[src/rtl/divisor_reloj_if.sv]
// rtl/divisor_reloj_if.sv - divide-ratio handshake bundle for divisor_reloj
interface divisor_reloj_if #(
    parameter int ANCHO = 8
) ();
    logic             div_valido;
    logic [ANCHO-1:0] div_dato;
    logic             div_listo;
    logic             div_error;

    modport master (
        output div_valido,
        output div_dato,
        input  div_listo,
        input  div_error
    );

    modport slave (
        input  div_valido,
        input  div_dato,
        output div_listo,
        output div_error
    );
endinterface

[src/rtl/divisor_reloj.sv]
// rtl/divisor_reloj.sv - programmable glitch-free clock divider with gated start/stop
// Optional falling-edge enable output pulso_bajada when DIVISOR_PULSO_EN is defined.
module divisor_reloj #(
    parameter int ANCHO       = 8,
    parameter int DIV_INICIAL = 6
) (
    input  logic                 reloj,
    input  logic                 reset_n,
    input  logic                 habilitar,
    divisor_reloj_if.slave       div,
    output logic                 reloj_div,
    output logic [1:0]           estado
`ifdef DIVISOR_PULSO_EN
    ,
    output logic                 pulso_bajada
`endif
);

    typedef enum logic [1:0] {
        PARADO     = 2'b00,
        CORRIENDO  = 2'b01,
        DETENIENDO = 2'b10
    } estado_t;

    localparam logic [ANCHO-1:0] DIV_RST = ANCHO'(DIV_INICIAL);
    localparam logic [ANCHO-1:0] UNO     = ANCHO'(1);

    estado_t          est, est_sig;
    logic [ANCHO-1:0] cnt, cnt_sig;
    logic [ANCHO-1:0] divisor, div_pend;
    logic             reloj_div_sig;
    logic             pendiente, error_r;
    logic             corriendo, fin_fase, bajada, captura, carga;

    assign corriendo = (est != PARADO);
    assign fin_fase  = corriendo && (cnt == divisor - UNO);
    assign bajada    = fin_fase && reloj_div;
    assign captura   = div.div_valido && !pendiente;
    // New ratios only land at cnt=0 boundaries: immediately when stopped, else on a 1->0 toggle.
    assign carga     = pendiente && ((est == PARADO) || bajada);

    assign div.div_listo = !pendiente;
    assign div.div_error = error_r;
    assign estado        = est;

    always_ff @(posedge reloj or negedge reset_n) begin
        if (!reset_n) begin
            est <= PARADO;
        end else begin
            est <= est_sig;
        end
    end

    always_comb begin
        est_sig       = est;
        cnt_sig       = cnt;
        reloj_div_sig = reloj_div;
        case (est)
            PARADO: begin
                cnt_sig       = '0;
                reloj_div_sig = 1'b0;
                if (habilitar) begin
                    est_sig = CORRIENDO;
                end
            end
            CORRIENDO, DETENIENDO: begin
                if (fin_fase) begin
                    cnt_sig       = '0;
                    reloj_div_sig = ~reloj_div;
                end else begin
                    cnt_sig = cnt + UNO;
                end
                // Stopping while low never lets a new high phase start; while high it runs to completion.
                if (habilitar) begin
                    est_sig = CORRIENDO;
                end else if (!reloj_div) begin
                    est_sig       = PARADO;
                    cnt_sig       = '0;
                    reloj_div_sig = 1'b0;
                end else if (bajada) begin
                    est_sig = PARADO;
                end else begin
                    est_sig = DETENIENDO;
                end
            end
            default: begin
                est_sig       = PARADO;
                cnt_sig       = '0;
                reloj_div_sig = 1'b0;
            end
        endcase
    end

    always_ff @(posedge reloj or negedge reset_n) begin
        if (!reset_n) begin
            cnt       <= '0;
            reloj_div <= 1'b0;
            divisor   <= DIV_RST;
            div_pend  <= '0;
            pendiente <= 1'b0;
            error_r   <= 1'b0;
        end else begin
            cnt       <= cnt_sig;
            reloj_div <= reloj_div_sig;
            error_r   <= 1'b0;
            if (carga) begin
                pendiente <= 1'b0;
                if (div_pend == '0) begin
                    error_r <= 1'b1;
                end else begin
                    divisor <= div_pend;
                end
            end else if (captura) begin
                pendiente <= 1'b1;
                div_pend  <= div.div_dato;
            end
        end
    end

`ifdef DIVISOR_PULSO_EN
    always_ff @(posedge reloj or negedge reset_n) begin
        if (!reset_n) begin
            pulso_bajada <= 1'b0;
        end else begin
            pulso_bajada <= bajada;
        end
    end
`endif

endmodule

[src/flat_wrapper.sv]
// flat-port wrapper written by rule: the top's interface ports become plain ports
module divisor_reloj_flat 
#(
    parameter int ANCHO       = 8,
    parameter int DIV_INICIAL = 6
)
  (reloj, reset_n, habilitar, reloj_div, estado, div_div_valido, div_div_dato, div_div_listo, div_div_error);
  divisor_reloj_if #(.ANCHO(ANCHO)) div_i ();
  input  logic reloj;
  input  logic reset_n;
  input  logic habilitar;
  output logic reloj_div;
  output logic [1:0] estado;
  input wire logic [$bits(div_i.div_valido)-1:0] div_div_valido;
  input wire logic [$bits(div_i.div_dato)-1:0] div_div_dato;
  output wire logic [$bits(div_i.div_listo)-1:0] div_div_listo;
  output wire logic [$bits(div_i.div_error)-1:0] div_div_error;
  assign div_i.div_valido = div_div_valido;
  assign div_i.div_dato = div_div_dato;
  assign div_div_listo = div_i.div_listo;
  assign div_div_error = div_i.div_error;
  divisor_reloj #(.ANCHO(ANCHO), .DIV_INICIAL(DIV_INICIAL)) u_core (.reloj(reloj), .reset_n(reset_n), .habilitar(habilitar), .div(div_i), .reloj_div(reloj_div), .estado(estado));
endmodule
[config.mk]
export PLATFORM = sky130hd
export DESIGN_NAME = divisor_reloj_flat
export DESIGN_NICKNAME = d
export VERILOG_FILES = /design/src/rtl/divisor_reloj_if.sv /design/src/rtl/divisor_reloj.sv /design/src/flat_wrapper.sv
export SDC_FILE = /design/constraint.sdc
export NUM_CORES = 1
export LEC_CHECK = 0
export BUFFER_PORTS_ARGS = -buffer_cell sky130_fd_sc_hd__buf_2
export CAP_MARGIN = 20
export CORE_MARGIN = 2
export CORE_UTILIZATION = 35
export CTS_CLUSTER_DIAMETER = 80
export CTS_CLUSTER_SIZE = 24
export DETAILED_ROUTE_END_ITERATION = 8
export PLACE_DENSITY = 0.6
export SETUP_SLACK_MARGIN = 0.05
export SLEW_MARGIN = 20
export SYNTH_ARGS = -nofsm -noshare
export SYNTH_HDL_FRONTEND = slang
export SYNTH_SLANG_ARGS = --single-unit
[constraint.sdc]
create_clock -name reloj -period 4.4 [get_ports reloj]
set_input_delay 0.22 -clock reloj [delete_from_list [all_inputs] [get_ports reloj]]
set_output_delay 0.22 -clock reloj [all_outputs]
set_load 0.005 [all_outputs]
# Yosys cells after proc, flatten, opt, wreduce, memory -nomap -nowiden
# Cells that the tools add are included.
[totals]
reg_bits = 29
input_bits = 12
word_cells = 46
[op_classes]
addsub = 2
n_eq_ne = 4
n_mux = 17
n_bitwise = 3
reduce_logical = 13
[op_table]
columns = ["op", "count"]
rows = [
  ["8-bit two-way mux", 4],
  ["8-bit by 1-bit adder with 8-bit output, second input constant", 1],
  ["8-bit equality test", 1],
  ["8-bit logical NOT", 1],
  ["1-bit two-way mux", 8],
  ["2-bit two-way mux", 4],
  ["8-bit by 1-bit subtractor with 8-bit output, second input constant", 1],
  ["1-bit logical AND", 4],
  ["2-bit case mux with 2 select lines", 1],
  ["2-bit AND reduction", 2],
  ["2-bit nonzero test", 2],
  ["1-bit inverter", 3],
  ["2-bit by 1-bit equality test with 1-bit output, second input constant", 1],
  ["2-bit equality test, second input constant", 1],
  ["2-bit logical NOT", 1],
  ["2-bit != test, second input constant", 1],
  ["2-bit OR reduction", 1],
  ["1-bit logical NOT", 1],
  ["1-bit logical OR", 1],
]

# Logic depth before layout (Yosys ltp)
# Gate-level depths: netlist (run 1).
[logic_depth]
depth_word = 8
mapped_depth = 11

# Least setup slack after synthesis (run 1)
# No wires, ideal clock.
[synth_timing]
kind = "reg-to-reg"
startpoint = "register u_core.divisor[1]"
endpoint = "register u_core.divisor[4]"
setup_ns = 0.125
arrival_time_ns = 2.939
path_slack_ns = 1.336
stages_incl_launch_ff = 11
path_buffers = 0
synth_period_minus_slack_ns = 3.064
cell_sequence = "dfstp_2 inv_1 ha_1 xnor2_1 nor3_1 o211ai_1 nor4_4 ha_1 o21ai_0 a21oi_1 mux2_2"
[synth_via]
elab_chain_cells = 7
[synth_rtl]
columns = ["element", "line", "source"]
rows = [
  ["from (decl)", "divisor_reloj.sv:30", "logic [ANCHO-1:0] divisor, div_pend;"],
  ["from (signal assigned)", "divisor_reloj.sv:111", "divisor <= div_pend;"],
  ["8-bit by 1-bit subtractor with 8-bit output", "divisor_reloj.sv:36", "assign fin_fase = corriendo && (cnt == divisor - UNO);"],
  ["8-bit equality test", "divisor_reloj.sv:36", ""],
  ["1-bit logical AND", "divisor_reloj.sv:36", ""],
  ["1-bit logical AND", "divisor_reloj.sv:37", "assign bajada = fin_fase && reloj_div;"],
  ["1-bit logical OR", "divisor_reloj.sv:40", "assign carga = pendiente && ((est == PARADO) || bajada);"],
  ["1-bit logical AND", "divisor_reloj.sv:40", ""],
  ["2-bit AND reduction (no source line)", "n/a", ""],
]
# Every way passes these cells.
# A chain may end at the register's enable or synchronous reset.

# Final worst setup path (run 1)
[layout_timing]
startpoint = "register u_core.divisor[1]"
endpoint = "register u_core.divisor[7]"
# Same word-level chain as after synthesis.

==> results.json, run 1 <==
{
  "outcome": "finished, final reports clean",
  "numClockSinks": 29,
  "grtUsageMet1_pct": 15.63,
  "syn_inst": 141,
  "place_congestion": 0.7823,
  "place_area_um2": 1638,
  "hold_viol_final": 0,
  "max_slew_margin_pct": 50.25,
  "antenna_found_initial": 0,
  "power_leakage_nw": 0.7933,
  "pwr-share-comb_pct": 34.2,
  "slowest_delay_ps": 640,
  "register_area_um2": 728.2,
  "worstMarginPinSlew_ps": 746.3,
  "cts_made_buffers": 5,
  "grt_pass1_wl_um": 5133,
  "cp-startpoint": "u_core.divisor[1]",
  "period_needed_ps": 3468,
  "finClkSkew_ps": 3.277,
  "yosysUniqueCellTypes": 31,
  "io_pins": 17,
  "dp_hpwl_um": 2177,
  "maxSlewViolCount": 0,
  "tritoncts": "yes",
  "hold-worst-slack_ps": 148.3,
  "switching_power_mw": 0.3679,
  "wl_per_cell_um": 13.15,
  "area_delta_synth_final_pct": 14.30,
  "die_h_um": 69.77,
  "final_layout_size_suffix_gt1_share_pct": 25.77,
  "r2r_start": "u_core.divisor[1]",
  "num_rows": 23,
  "busiest_layer": "met2",
  "fill_cells": 412,
  "die_w_um": 69.77,
  "syn_area_per_cell_um2": 10.74,
  "synth-seq-cells": 29,
  "drc": 0,
  "synth_fp_nets": 159,
  "globalRouteMet2Util_pct": 22.12,
  "final.setup.worst_slack_ps": 932.4,
  "totalWireLength_um": 2802,
  "internal-power_mw": 0.6545,
  "worstPathArrival_ps": 3620,
  "pre_cts_ws_ps": 928.1,
  "crit_type": "register to register",
  "drt_iter0_markers": 30,
  "ir_drop_uv": 313.5,
  "numPortBuffers": 16,
  "grt_max_degree": 30,
  "p_sw_share_pct": 35.99,
  "cts_root_buf": "clkbuf_8",
  "clkLatencyLatePin_ps": 270,
  "rsz0062_at_grt": "no",
  "via_count": 1061,
  "start_util_pct": 37.05,
  "core_um2": 4086,
  "drv_cap": 0,
  "multi_input_area_um2": 733.2,
  "crit_chain": "inv_1 -> ha_1 -> xnor2_1 -> nor3_1 -> o211ai_1 -> nor4_4 -> ha_1 -> o21ai_0 -> a21oi_1 -> mux2_2",
  "cts_htree_levels": 2,
  "power_frac_seq_pct": 45.9,
  "nets": 180,
  "track_usage_pct": 13.30,
  "end_kind": "register",
  "hold_class": "input pin to register",
  "routed_via_density": 4.981,
  "grt_overflow": 0,
  "grtUsageMet3_pct": 3.924,
  "worstHoldStart": "div_div_dato[3]",
  "antenna_cells": 0,
  "fmax_mhz": 288.4,
  "cts_resized": 0,
  "crit_fanout": 10,
  "startpoint_type": "register",
  "p_per_area_nw_per_um2": 590.8,
  "cp_common_cell": "ha_1",
  "synthesis.area_um2": 1514,
  "power_mw": 1.022,
  "final.setup.tns_ps": 0,
  "synth-seq-area-share_pct": 48.10,
  "clkTransAtPathRegs_ps": 60,
  "postCtsHoldBufs": 1,
  "min_period_over_period_pct": 78.81,
  "clkPwrFrac_pct": 19.9,
  "required_ps": 4560,
  "dr.pass1.iters": 4,
  "grt_pass1_vias": 1102,
  "final_cell_area_um2": 1730,
  "yosysWarnings": 0,
  "cts.path.max_buffers": 2,
  "critical-path-top-delay-family": "compound AO/OA/AOI/OAI gates",
  "die-area_um2": 4868,
  "crit_buf_inv": 1,
  "setup_viol": 0,
  "ant_nets": 0,
  "post_cts_buffers": 0,
  "cp_slowest_cell": "a21oi_1"
}
cell families after synthesis:
| logic type | after synthesis | synth area share (%) |
|---|---|---|
| AND/OR/NAND/NOR | 51 | 18.68 |
| multiplexers | 12 | 8.926 |
| AO/OA/AOI/OAI | 14 | 6.033 |
| flip-flops | 29 | 48.10 |
| XOR/XNOR | 17 | 9.835 |
| buffers and inverters | 12 | 3.471 |
| adder cells (fa/ha/maj) | 6 | 4.959 |
stage by stage:
step | util [%] | cells
floorplan | - | 141
CTS | 42.35 | 213
global route | 42.35 | 213
global placement | 40.08 | 204
detailed placement | 40.08 | 204
finish | 42.35 | 213
routing by layer:
metal	share of wire, %	wire length [um]
met2	52	1458
met5	0	0
met4	1.6	44
met3	2.7	77
met1	44	1222
cell usage after synthesis:
cell type | instances | area, um2
o22ai_1 | 1 | 6.260
buf_6 | 1 | 11.26
o211a_1 | 1 | 10.01
nor2_1 | 14 | 52.55
and3b_2 | 1 | 10.01
xor2_1 | 4 | 35.03
xnor2_1 | 13 | 113.9
and2_1 | 1 | 6.260
nand2_1 | 14 | 52.55
nor4_1 | 2 | 12.51
nor4_4 | 2 | 42.54
mux2_2 | 12 | 135.1
or4_4 | 1 | 11.26
ha_1 | 6 | 75.07
nor2b_1 | 2 | 12.51
o21a_1 | 2 | 15.01
a21oi_1 | 2 | 10.01
o21ai_0 | 5 | 25.02
nand3_1 | 2 | 10.01
o31a_1 | 1 | 8.760
inv_1 | 9 | 33.78
nor3b_1 | 2 | 15.01
clkbuf_1 | 2 | 7.510
nor3_1 | 4 | 20.02
nand4_1 | 2 | 12.51
dfstp_2 | 2 | 52.55
a32oi_1 | 1 | 8.760
o211ai_1 | 1 | 7.510
dfrtp_1 | 27 | 675.7
and3_1 | 3 | 18.77
nor2_2 | 1 | 6.260
power by group through the flow:
stage               logic, mW  registers, mW  clock network [mW]
finish                  0.350          0.470               0.203
global route            0.392          0.486               0.225
CTS                     0.356          0.469               0.213
detailed placement      0.352          0.474                   0
global placement        0.337          0.471                   0
floorplan               0.302          0.435                   0
final timing paths:
kind | to | slack, ps | cells past startpoint
hold reg to reg | u_core.divisor[0] | 520 | 2
hold / removal | u_core.div_pend[3] | 150 | 3
setup reg to reg | u_core.divisor[7] | 930 | 10
max in group asynchronous | u_core.pendiente | 3470 | 2
setup / recovery | u_core.divisor[7] | 930 | 10
min in group asynchronous | u_core.estado[0] | 500 | 2
state kept, by name, summed over array words and instances, names as in the netlist:
signal                cells
u_core.reloj_div          1
u_core.divisor            8
u_core.estado             2
u_core.cnt                8
u_core.pendiente          1
u_core.div_pend           8
u_core.div.div_error      1
placed cells by master (no fill, tap or decap), drive strengths merged, types with 5 or more instances in the layout:
master,count
o21ai,5
ha,6
nand2,14
dfrtp,27
clkbuf,6
inv,9
mux2,12
buf,16
nor2,15
xnor2,13
cell type report:
| class | instances | share of cell area [%] |
|---|---|---|
| Multi-Input combinational cell | 100 | 42.37 |
| Clock buffer | 6 | 4.194 |
| Clock inverter | 2 | 0.5785 |
| Timing Repair Buffer | 17 | 5.206 |
| Inverter | 9 | 1.952 |
| Sequential cell | 29 | 42.08 |
| Tap cell | 50 | 3.615 |
worst reg2reg max path, stage by stage, from the launching register on:
cell and delay [ps]:
dfstp_2 580, inv_1 70, ha_1 280, xnor2_1 130, nor3_1 140, o211ai_1 150
nor4_4 550, ha_1 240, o21ai_0 160, a21oi_1 640, mux2_2 420
Note: power is estimated with default switching activity, not from simulation.
==> run 2, diff against run 1 <==
==> constraint.sdc (replaced) <==
create_clock -name reloj -period 3.3 [get_ports reloj]
set_input_delay 0.165 -clock reloj [delete_from_list [all_inputs] [get_ports reloj]]
set_output_delay 0.165 -clock reloj [all_outputs]
set_load 0.005 [all_outputs]
==> results.json, run 2 (same netlist as run 1, synthesis figures left out) <==
{
  "outcome": "finished, final reports clean",
  "ant_nets": 0,
  "antenna_found_initial": 0,
  "grt_overflow": 0,
  "fmax_mhz": 356.8,
  "cts_htree_levels": 2,
  "power_leakage_nw": 0.7984,
  "reg2reg_depth": 11,
  "final_layout_size_suffix_gt1_share_pct": 25.45,
  "clkLatencyLatePin_ps": 270,
  "worstPathArrival_ps": 2960,
  "clkPwrFrac_pct": 20.0,
  "io_pins": 17,
  "die-area_um2": 4868,
  "worstHoldStart": "div_div_dato[3]",
  "power_frac_seq_pct": 45.3,
  "max_slew_margin_pct": 54.28,
  "die_h_um": 69.77,
  "reg2reg_setup_slack_ps": 500,
  "pre_cts_ws_ps": 495.5,
  "placed_cells": 206,
  "internal-power_mw": 0.8841,
  "layout_commonest_cell": "dfrtp_1",
  "die_w_um": 69.77,
  "final_cells": 215,
  "crit_chain": "inv_1 -> ha_1 -> xnor2_1 -> nor3_1 -> o211ai_1 -> nor4_4 -> ha_1 -> o21ai_0 -> a21oi_1 -> buf_4 -> mux2_2",
  "end_kind": "register",
  "drv_cap": 0,
  "fill_cells": 412,
  "totalWireLength_um": 2865,
  "p_sw_share_pct": 35.75,
  "grt_max_degree": 30,
  "hold_viol_final": 0,
  "via_count": 1037,
  "maxSlewViolCount": 0,
  "min_path_cells": 3,
  "core_um2": 4086,
  "slowest_delay_ps": 580,
  "start_util_pct": 37.05,
  "rsz0062_at_grt": "no",
  "cts_made_buffers": 5,
  "required_ps": 3460,
  "setup_viol": 0,
  "numPortBuffers": 16,
  "r2r_end": "u_core.divisor[7]",
  "dr.pass1.iters": 4,
  "numClockSinks": 29,
  "multi_input_area_um2": 733.2,
  "drt_iter0_markers": 32,
  "p_per_area_nw_per_um2": 789.5,
  "final.setup.tns_ps": 0,
  "period_needed_ps": 2802,
  "dp_hpwl_um": 2172,
  "place_congestion": 0.8640,
  "nets": 182,
  "cp_common_cell": "ha_1",
  "register_area_um2": 728.2,
  "min_period_over_period_pct": 84.92,
  "crit_fanout": 10,
  "track_usage_pct": 13.24,
  "final.setup.worst_slack_ps": 497.7,
  "ir_drop_uv": 451.9,
  "area_delta_synth_final_pct": 15.12,
  "switching_power_mw": 0.4919,
  "cts_root_buf": "clkbuf_8",
  "clkTransAtPathRegs_ps": 60,
  "final_cell_mix": "dfrtp_1, buf_2, nor2_1, nand2_1, xnor2_1",
  "hold_class": "input pin to register",
  "r2r_start": "u_core.divisor[1]",
  "reg_top3": "u_core.cnt (8), u_core.div_pend (8), u_core.divisor (8)",
  "grt_pass1_wl_um": 5181,
  "routed_via_density": 4.823,
  "worstMarginPinSlew_ps": 684.3,
  "drc": 0,
  "crit_type": "register to register",
  "num_rows": 23,
  "antenna_cells": 0,
  "tritoncts": "yes",
  "cp_slowest_cell": "dfstp_2",
  "whs_endpoint": "u_core.div_pend[3]",
  "finClkSkew_ps": 0.7954,
  "pwr-share-comb_pct": 34.6,
  "wl_per_cell_um": 13.33,
  "cts.path.max_buffers": 2,
  "startpoint_type": "register",
  "grt_pass1_vias": 1095
}
run 2: cell type report:
type,count,share of cell area [%]
Clock buffer,8,4.594
Inverter,9,1.938
Multi-Input combinational cell,100,42.07
Sequential cell,29,41.78
Tap cell,50,3.589
Timing Repair Buffer,19,6.030
run 2: worst max-delay path by stage:
stage                 startpoint  slack, ps           endpoint
6_report       u_core.divisor[1]        500  u_core.divisor[7]
5_1_grt        u_core.divisor[1]        210  u_core.divisor[4]
3_5_place_dp   u_core.divisor[1]        500  u_core.divisor[7]
4_1_cts        u_core.divisor[1]        470  u_core.divisor[7]
2_1_floorplan  u_core.divisor[1]        240  u_core.divisor[4]
3_3_place_gp   u_core.divisor[1]        600  u_core.divisor[4]
run 2: worst max-delay path: cells and delay by family, from the launching register on:
family	cells	cell delay, ps
muxes	1	340
buffers and inverters	2	260
AOI/OAI and AO/OA	3	500
adders and majority gates	2	460
xor gates and xnor gates	1	130
and+or+nand+nor	2	440
DFF	1	580
run 2: per-layer routing:
metal	up-vias	wire (um)	global-route usage, %
met2	17	1374	20.85
met5	-	0	0
met3	2	100	3.924
met1	497	1364	17.94
met4	0	26	3.205
li1	521	-	-
run 2: timing repair:
| item | CTS | global route |
|---|---|---|
| setup buffers | 0 | 0 |
| endpoints found under the hold margin | 27 | 0 |
| hold buffers | 1 | 0 |
| resized for setup | 0 | 0 |
run 2: power by group through the flow:
stage	sequential (mW)	clock [mW]	combinational, mW
floorplan	0.580	0	0.403
global placement	0.628	0	0.462
detailed placement	0.631	0	0.479
CTS	0.626	0.281	0.483
global route	0.647	0.300	0.538
finish	0.624	0.275	0.477
run 2: through the flow:
stage	hold slack, ps	power, mW	util [%]	area (um2)
4_1_cts	96.68	1.389	42.65	1743
3_3_place_gp	217.4	1.090	40.45	1653
6_report	93.39	1.376	42.65	1743
2_1_floorplan	-130.6	0.9837	-	1514
5_1_grt	107.3	1.485	42.65	1743
3_5_place_dp	226.4	1.110	40.45	1653
==> run 3, diff against run 2 <==
==> constraint.sdc (replaced) <==
create_clock -name reloj -period 2.7 [get_ports reloj]
set_input_delay 0.135 -clock reloj [delete_from_list [all_inputs] [get_ports reloj]]
set_output_delay 0.135 -clock reloj [all_outputs]
set_load 0.005 [all_outputs]
==> results.json, run 3 (same netlist as run 1, synthesis figures left out) <==
{
  "antenna_cells": 0,
  "place_congestion": 0.9795,
  "dp_hpwl_um": 2236,
  "fin_util_pct": 45.87,
  "worstPathArrival_ps": 2770,
  "final_layout_size_suffix_gt1_share_pct": 32.54,
  "layout_commonest_cell": "dfrtp_1",
  "clkPwrFrac_pct": 23.3,
  "via_count": 1100,
  "hold_class": "input pin to register",
  "grt_pass1_vias": 1146,
  "cts_made_buffers": 5,
  "min_path_cells": 2,
  "crit_buf_inv": 1,
  "cts_htree_levels": 2,
  "power_mw": 1.970,
  "grt_overflow": 0,
  "clkLatencyLatePin_ps": 280,
  "power_frac_seq_pct": 38.5,
  "crit_chain": "inv_2 -> ha_4 -> xnor2_2 -> nor3_2 -> o211ai_1 -> nor4_4 -> ha_2 -> o21ai_4 -> a21oi_4 -> mux2_4",
  "drt_iter0_markers": 16,
  "rsz0062_at_grt": "yes",
  "ant_nets": 0,
  "slowest_delay_ps": 580,
  "numPortBuffers": 16,
  "grt_max_degree": 30,
  "area_delta_synth_final_pct": 23.80,
  "clkTransAtPathRegs_ps": 60,
  "internal-power_mw": 1.297,
  "min_period_over_period_pct": 96.61,
  "num_rows": 23,
  "final_cell_mix": "dfrtp_1, buf_2, nor2_1, nand2_1, xnor2_1",
  "worstMarginPinSlew_ps": 724.7,
  "switching_power_mw": 0.6730,
  "crit_type": "register to register",
  "p_per_area_nw_per_um2": 1051,
  "max_slew_margin_pct": 51.24,
  "io_pins": 17,
  "cts_root_buf": "clkbuf_8",
  "p_sw_share_pct": 34.16,
  "start_util_pct": 37.05,
  "whs_endpoint": "u_core.pendiente",
  "final_cells": 219,
  "final.setup.worst_slack_ps": 91.50,
  "reg2reg_depth": 10,
  "totalWireLength_um": 3071,
  "crit_fanout": 7,
  "setup_viol": 0,
  "reg2reg_setup_slack_ps": 90,
  "track_usage_pct": 13.76,
  "final.setup.tns_ps": 0,
  "routed_via_density": 5.023,
  "place_area_um2": 1720,
  "drc": 0,
  "cts.path.max_buffers": 2,
  "die-area_um2": 4868,
  "required_ps": 2860,
  "period_needed_ps": 2609,
  "end_kind": "register",
  "finClkSkew_ps": 3.140,
  "critical-path-top-delay-family": "flip-flops",
  "tritoncts": "yes",
  "wl_per_cell_um": 14.02,
  "placed_cells": 208,
  "cp_slowest_cell": "dfstp_2",
  "die_w_um": 69.77,
  "r2r_end": "u_core.divisor[5]",
  "outcome": "finished, final reports clean",
  "nets": 186,
  "r2r_start": "u_core.divisor[1]",
  "drv_cap": 0,
  "fmax_mhz": 383.4,
  "ir_drop_uv": 558.3,
  "dr.pass1.iters": 4,
  "power_leakage_nw": 0.8576,
  "grt_pass1_wl_um": 5306,
  "numClockSinks": 29,
  "startpoint_type": "register",
  "fill_cells": 376,
  "die_h_um": 69.77,
  "hold-worst-slack_ps": 67.04,
  "antenna_found_initial": 0,
  "core_um2": 4086,
  "hold_viol_final": 0,
  "maxSlewViolCount": 0,
  "final_cell_area_um2": 1874,
  "worstHoldStart": "div_div_valido",
  "reg_top3": "u_core.cnt (8), u_core.div_pend (8), u_core.divisor (8)",
  "pwr-share-comb_pct": 38.2,
  "pre_cts_ws_ps": 51.78
}
==> run 3: cell types whose count changed in the layout (fill, tap and decap cells not counted), moves of 2 or more <==
cell      change
clkbuf_1      -2
mux2_2        -4
buf_4         +4
ha_1          -2
mux2_4        +4
==> run 3: worst max-delay path by stage <==
| stage | endpoint | cells past startpoint | slack, ps | start |
|---|---|---|---|---|
| floorplan | u_core.divisor[2] | 10 | -10 | u_core.divisor[1] |
| global placement | u_core.divisor[2] | 10 | 110 | u_core.divisor[1] |
| detailed placement | u_core.divisor[5] | 10 | 50 | u_core.divisor[1] |
| CTS | u_core.divisor[5] | 10 | 70 | u_core.divisor[1] |
| global route | u_core.divisor[5] | 10 | 10 | u_core.divisor[1] |
| finish | u_core.divisor[5] | 10 | 90 | u_core.divisor[1] |
==> run 3: routing by layer <==
layer | up-vias | track usage, % | share of wire [%]
li1 | 536 | - | -
met1 | 544 | 17.22 | 45
met2 | 14 | 22.22 | 50
met3 | 6 | 3.634 | 3.2
met4 | 0 | 6.197 | 1.7
met5 | - | 0 | 0
==> run 3: repair_timing <==
action,in CTS,in global routing
hold buffers,1,0
endpoints found under the setup margin,5,7
gates resized for setup,0,2
setup buffers,1,1
pin swaps,0,0
hold endpoints to repair,27,0
==> run 3: power groups by stage <==
stage	registers [mW]	logic [mW]	clock network, mW
finish	0.758	0.752	0.459
CTS	0.759	0.714	0.470
global placement	0.761	0.674	0
global route	0.781	0.825	0.492
floorplan	0.718	0.565	0
detailed placement	0.767	0.696	0
==> run 3: layout make-up <==
type | instances | area [um2] | area share (%)
well taps | 50 | 62.56 | 3.338
clock inverters | 1 | 30.03 | 1.602
clock buffers | 7 | 86.33 | 4.606
flip-flops and latches | 29 | 728.2 | 38.85
repair buffers | 23 | 135.1 | 7.210
multi-input cells | 100 | 798.3 | 42.59
inverters | 9 | 33.78 | 1.802
==> run 3: worst reg2reg max path: stages (launching register included) <==
cell	delay, ps
dfstp_2	580
inv_2	60
ha_4	220
xnor2_2	140
nor3_2	110
o211ai_1	150
nor4_4	320
ha_2	240
o21ai_4	60
a21oi_4	270
mux2_4	330
